$ cat config.mk
export PLATFORM = sky130hd
export DESIGN_NAME = if_fetch_stage
export DESIGN_NICKNAME = d
export VERILOG_FILES = /design/src/rtl/if_fetch_stage_pkg.sv /design/src/rtl/if_id_reg.sv /design/src/rtl/if_fetch_stage.sv
export SDC_FILE = /design/constraint.sdc
export NUM_CORES = 1
export LEC_CHECK = 0
export ABC_CLOCK_PERIOD_IN_PS = 2200
export BUFFER_PORTS_ARGS = -buffer_cell sky130_fd_sc_hd__clkbuf_2
export CORE_MARGIN = 8
export CORE_UTILIZATION = 40
export DETAILED_ROUTE_END_ITERATION = 12
export PLACE_DENSITY_LB_ADDON = 0.25
export SETUP_SLACK_MARGIN = 0.1
export SLEW_MARGIN = 20
export SYNTH_ARGS = -nofsm -noshare
export SYNTH_HDL_FRONTEND = slang
export SYNTH_SLANG_ARGS = --single-unit
$ cat constraint.sdc
create_clock -name clk -period 2.2 [get_ports clk]
set_input_delay 0.66 -clock clk [delete_from_list [all_inputs] [get_ports clk]]
set_output_delay 0.66 -clock clk [all_outputs]
set_load 0.05 [all_outputs]
$ cat src/rtl/if_fetch_stage_pkg.sv
// Shared definitions for the instruction-fetch stage: FSM encoding, NOP word
// and default widths.
package if_fetch_stage_pkg;

  localparam int unsigned DEF_ADDR_W  = 32;
  localparam int unsigned DEF_INSTR_W = 32;

  localparam logic [31:0] NOP = 32'h0000_0000;

  typedef enum logic [1:0] {
    ST_BOOT  = 2'd0,
    ST_FETCH = 2'd1,
    ST_HOLD  = 2'd2,
    ST_DRAIN = 2'd3
  } fetch_state_e;

endpackage

$ cat src/rtl/if_id_reg.sv
// IF/ID pipeline register: load enable plus synchronous clear (clear wins),
// asynchronous active-low reset to an empty NOP slot.
module if_id_reg #(
  parameter int unsigned ADDR_W  = 32,
  parameter int unsigned INSTR_W = 32
) (
  input  logic               clk_i,
  input  logic               rst_ni,
  input  logic               ld_i,
  input  logic               clr_i,
  input  logic [INSTR_W-1:0] instr_i,
  input  logic [ADDR_W-1:0]  pc4_i,
  output logic [INSTR_W-1:0] instr_o,
  output logic [ADDR_W-1:0]  pc4_o,
  output logic               valid_o
);
  import if_fetch_stage_pkg::*;

  logic [INSTR_W-1:0] instr_q;
  logic [ADDR_W-1:0]  pc4_q;
  logic               valid_q;

  always_ff @(posedge clk_i or negedge rst_ni) begin
    if (!rst_ni) begin
      instr_q <= INSTR_W'(NOP);
      pc4_q   <= '0;
      valid_q <= 1'b0;
    end else if (clr_i) begin
      instr_q <= INSTR_W'(NOP);
      pc4_q   <= '0;
      valid_q <= 1'b0;
    end else if (ld_i) begin
      instr_q <= instr_i;
      pc4_q   <= pc4_i;
      valid_q <= 1'b1;
    end
  end

  assign instr_o = instr_q;
  assign pc4_o   = pc4_q;
  assign valid_o = valid_q;

endmodule

$ cat src/rtl/if_fetch_stage.sv
// Instruction fetch: PC register, single-outstanding imem request FSM, a
// one-entry skid buffer for responses that land during a stall, and IF/ID.
module if_fetch_stage
  import if_fetch_stage_pkg::*;
#(
  parameter int unsigned     ADDR_W   = DEF_ADDR_W,
  parameter int unsigned     INSTR_W  = DEF_INSTR_W,
  parameter logic [ADDR_W-1:0] RESET_PC = '0
) (
  input  logic               clk,
  input  logic               rst,
  input  logic               pc_write,
  input  logic               redirect_valid,
  input  logic [ADDR_W-1:0]  redirect_pc,
  output logic               imem_req,
  output logic [ADDR_W-1:0]  imem_addr,
  input  logic               imem_rvalid,
  input  logic [INSTR_W-1:0] imem_rdata,
  output logic [ADDR_W-1:0]  pc_out,
  output logic [INSTR_W-1:0] if_id_instruction,
  output logic [ADDR_W-1:0]  if_id_pc_plus4,
  output logic               if_id_valid
);

  fetch_state_e       state_q, state_d;
  logic [ADDR_W-1:0]  pc_q, pc_d;
  logic [INSTR_W-1:0] skid_q, skid_d;

  logic               ifid_ld, ifid_clr;
  logic [INSTR_W-1:0] ifid_instr;
  logic [ADDR_W-1:0]  pc_plus4, redir_tgt;
  logic [1:0]         unused_redir_lsb;

  assign pc_plus4         = pc_q + ADDR_W'(4);
  assign redir_tgt        = {redirect_pc[ADDR_W-1:2], 2'b00};
  assign unused_redir_lsb = redirect_pc[1:0];

  always_ff @(posedge clk or negedge rst) begin
    if (!rst) begin
      state_q <= ST_BOOT;
      pc_q    <= {RESET_PC[ADDR_W-1:2], 2'b00};
      skid_q  <= '0;
    end else begin
      state_q <= state_d;
      pc_q    <= pc_d;
      skid_q  <= skid_d;
    end
  end

  always_comb begin
    state_d    = state_q;
    pc_d       = pc_q;
    skid_d     = skid_q;
    ifid_ld    = 1'b0;
    ifid_clr   = 1'b0;
    ifid_instr = imem_rdata;
    imem_req   = 1'b0;

    unique case (state_q)
      ST_BOOT: begin
        state_d = ST_FETCH;
        if (redirect_valid) pc_d = redir_tgt;
      end

      ST_FETCH: begin
        imem_req = 1'b1;
        if (redirect_valid) begin
          // Request can't be withdrawn: without its response yet, drain it.
          pc_d     = redir_tgt;
          ifid_clr = 1'b1;
          skid_d   = '0;
          state_d  = imem_rvalid ? ST_FETCH : ST_DRAIN;
        end else if (imem_rvalid) begin
          if (pc_write) begin
            ifid_ld = 1'b1;
            pc_d    = pc_plus4;
          end else begin
            skid_d  = imem_rdata;
            state_d = ST_HOLD;
          end
        end
      end

      ST_HOLD: begin
        if (redirect_valid) begin
          pc_d     = redir_tgt;
          ifid_clr = 1'b1;
          skid_d   = '0;
          state_d  = ST_FETCH;
        end else if (pc_write) begin
          ifid_ld    = 1'b1;
          ifid_instr = skid_q;
          pc_d       = pc_plus4;
          state_d    = ST_FETCH;
        end
      end

      ST_DRAIN: begin
        if (redirect_valid) begin
          pc_d     = redir_tgt;
          ifid_clr = 1'b1;
          skid_d   = '0;
          state_d  = ST_FETCH;
        end else if (imem_rvalid) begin
          state_d = ST_FETCH;
        end
      end

      default: state_d = ST_BOOT;
    endcase
  end

  if_id_reg #(
    .ADDR_W (ADDR_W),
    .INSTR_W(INSTR_W)
  ) u_if_id (
    .clk_i  (clk),
    .rst_ni (rst),
    .ld_i   (ifid_ld),
    .clr_i  (ifid_clr),
    .instr_i(ifid_instr),
    .pc4_i  (pc_plus4),
    .instr_o(if_id_instruction),
    .pc4_o  (if_id_pc_plus4),
    .valid_o(if_id_valid)
  );

  assign imem_addr = pc_q;
  assign pc_out    = pc_q;

endmodule

==> results.tsv <==
metric	value	unit
cpMaxStageDelayCell	nor4_4	
swShare	0.4953	
ir_drop	1.090	mV
layout-drive-gt1-share	0.3329	
setup_tns	0	ps
slew_headroom	0.6474	
seqPwrFrac	0.283	
synth_cell_types	47	
cap_violations	0	
cts_tree	built	
wl_per_cell	18.40	um
vias	5678	
timing.rr.end	imem_addr[22]	
gp_congestion	0.8329	
rrSetupSlack	130	ps
final_cell_mix	190 x clkbuf_2, 121 x dfrtp_1, 75 x nand3_1	
multi_input_area	2846	um2
path_class	flop to flop	
fillCellCount	1536	
ys_ff_latch	128	
antennaDiodeCount	0	
cts_sinks	128	
path_common_cell	nand4_1	
grt_max_degree	89	
timing.final.ws_setup	131.4	ps
drt_wl_total	19180	um
final_common_cell	clkbuf_2	
synth-edff-count	0	
ys.flop_type	dfrtp_1	
die_height	143.3	um
r2r-start	imem_addr[3]	
status	completed	
rr_worst_depth	7	
endpoint_kind	flop	
critPathLaunch	imem_addr[3]	
cp-start-kind	flop	
post-dp-hpwl	13250	um
slew_violations	0	
vias_per_cell	5.449	
h-tree-depth	4	
detailedPlace.worstSlack	62.83	ps
p_int	0.006667	W
firstDrtPassIters	4	
combinationalPowerShare	0.511	
hold_viol_final	0	
fmax	483.4	MHz
start_util	0.4082	
coreArea	15890	um2
leakage	4.161	nW
row_count	46	
rsz0062_at_grt	yes	
antenna_found_initial	1	
period_needed	2069	ps
clk_path_buf_depth	2	
finClkSkew	12.38	ps
power.density	1604	nW/um2
grt_usage	0.1884	
syn_inst	652	
drc	0	
critPathTopFamily	simple AND/OR/NAND/NOR gates	
cts_buffers	17	
min_period_over_period	0.9403	
yosysSeqAreaShare	0.4939	
cp.required	2540	ps
nets	889	
hp-class	input port to async pin	
area_delta_synth_final	27.01	%
arrival	2410	ps
slowest_delay	420	ps
seqCellArea	3212	um2
clkPwrFrac	0.207	
yosys_warnings	0	
critPathMaxFanout	6	
setup-violations-final	0	
grt_overflow	0	
synth_area_per_cell	9.946	um2
path_clk_slew	60	ps
clockRootBuffer	clkbuf_16	
dieWidth	143.3	um
worstSkewPairLatency	410	ps
syn_area	6485	um2
port_buffers	192	
grt_pass1_wl	30660	um
worst_pin_slew	528.9	ps
async_flop_share	1.000	
path_cells	ha_1, nand4_1, nor4_4, buf_4, nand4_1, a21oi_1, a2bb2oi_1	
grt_pass1_vias	5866	
die_area	20540	um2
crit_buf_inv	1	
ios	199	
drtIter0Drc	395	
p_sw	0.006543	W
detail-route-antenna-nets	0	
[cells in the mapped netlist, types with 4 or more instances]
cell | count | area [um2]
nor2_1 | 14 | 52.55
o22ai_1 | 18 | 112.6
mux2i_1 | 33 | 330.3
buf_1 | 13 | 48.80
nor3_1 | 5 | 25.02
ha_1 | 5 | 62.56
a31oi_1 | 4 | 25.02
a21oi_1 | 29 | 145.1
xnor2_1 | 8 | 70.07
buf_4 | 35 | 262.8
a22o_1 | 32 | 280.3
nand4_1 | 16 | 100.1
buf_2 | 14 | 70.07
xor2_1 | 21 | 183.9
nand3_1 | 76 | 380.4
o21ai_0 | 32 | 160.2
a2bb2oi_1 | 13 | 113.9
clkbuf_1 | 21 | 78.83
o21ai_1 | 37 | 185.2
inv_1 | 9 | 33.78
dfrtp_1 | 128 | 3203
nand2_1 | 41 | 153.9
or3_1 | 7 | 43.79
and3_1 | 6 | 37.54
[repair_timing]
item,CTS,global route
hold buffers,0,0
gates resized for setup,3,3
buffers inserted,0,3
endpoints found under the setup margin,1,29
pin swaps,0,3
endpoints found under the hold margin,0,0
[registers in the layout, summed over array words and instances, names as in the netlist]
signal / flops
u_if_id.valid_o: 1
imem_addr: 30
u_if_id.instr_o: 32
state_q: 2
u_if_id.pc4_o: 31
skid_q: 32
[metal layers]
metal,GRT usage,wire length [um],vias to the layer above
met5,0,8,-
li1,-,-,2649
met4,0.05368,184,2
met2,0.3102,9204,201
met1,0.2387,8347,2806
met3,0.05010,1432,20
[layout make-up]
class	instances	area share
multi-input combinational	434	0.3456
clock buffer	24	0.05848
tap	216	0.03281
sequential	128	0.3899
timing repair buffer	224	0.1583
inverter	10	0.004861
clock inverter	6	0.01003
[cell families after synthesis]
kind of cell               count (synthesis)  share of synthesized area
adders and majority gates                  5                   0.009647
xor gates and xnor gates                  29                    0.03917
other                                      1                  0.0005783
DFF                                      128                     0.4939
AOI/OAI and AO/OA                        179                     0.1748
muxes                                     33                    0.05094
buffers and inverters                     93                    0.07679
and+or+nand+nor                          184                     0.1542
[power groups by stage]
| stage | Clock, W | Sequential [W] | Combinational [W] |
|---|---|---|---|
| 4_1_cts | 0.00278 | 0.00373 | 0.00680 |
| 3_3_place_gp | 0 | 0.00371 | 0.00664 |
| 3_5_place_dp | 0 | 0.00375 | 0.00674 |
| 5_1_grt | 0.00286 | 0.00385 | 0.00718 |
| 6_report | 0.00273 | 0.00373 | 0.00675 |
| 2_1_floorplan | 0 | 0.00548 | 0.00338 |
[worst reg2reg max path, delay by kind of cell, from the launching register on]
family                     cells  cell delay (ps)
AOI/OAI and AO/OA              2              360
adders and majority gates      1              210
buffers and inverters          1              180
DFF                            1              410
and+or+nand+nor                3              840
[metrics by stage]
stage          area (um2)  utilization  cells  hold WS [ps]  total power (W)
2_1_floorplan        6513            -    655         364.4         0.008867
3_3_place_gp         7626       0.4801   1009         480.9          0.01035
3_5_place_dp         7626       0.4801   1009         481.0          0.01049
4_1_cts              8209       0.5168   1039         319.6          0.01331
5_1_grt              8237       0.5185   1042         327.2          0.01389
6_report             8237       0.5185   1042         263.0          0.01321
[worst max path at each step]
stage,depth (start not counted),to,slack (ps)
2_1_floorplan,8,imem_addr[7],100
3_5_place_dp,7,u_if_id.instr_o[0],60
5_1_grt,7,imem_addr[22],40
4_1_cts,7,u_if_id.instr_o[27],120
6_report,7,imem_addr[22],130
3_3_place_gp,7,u_if_id.instr_o[19],90
Power figures use the tool's default switching activity.
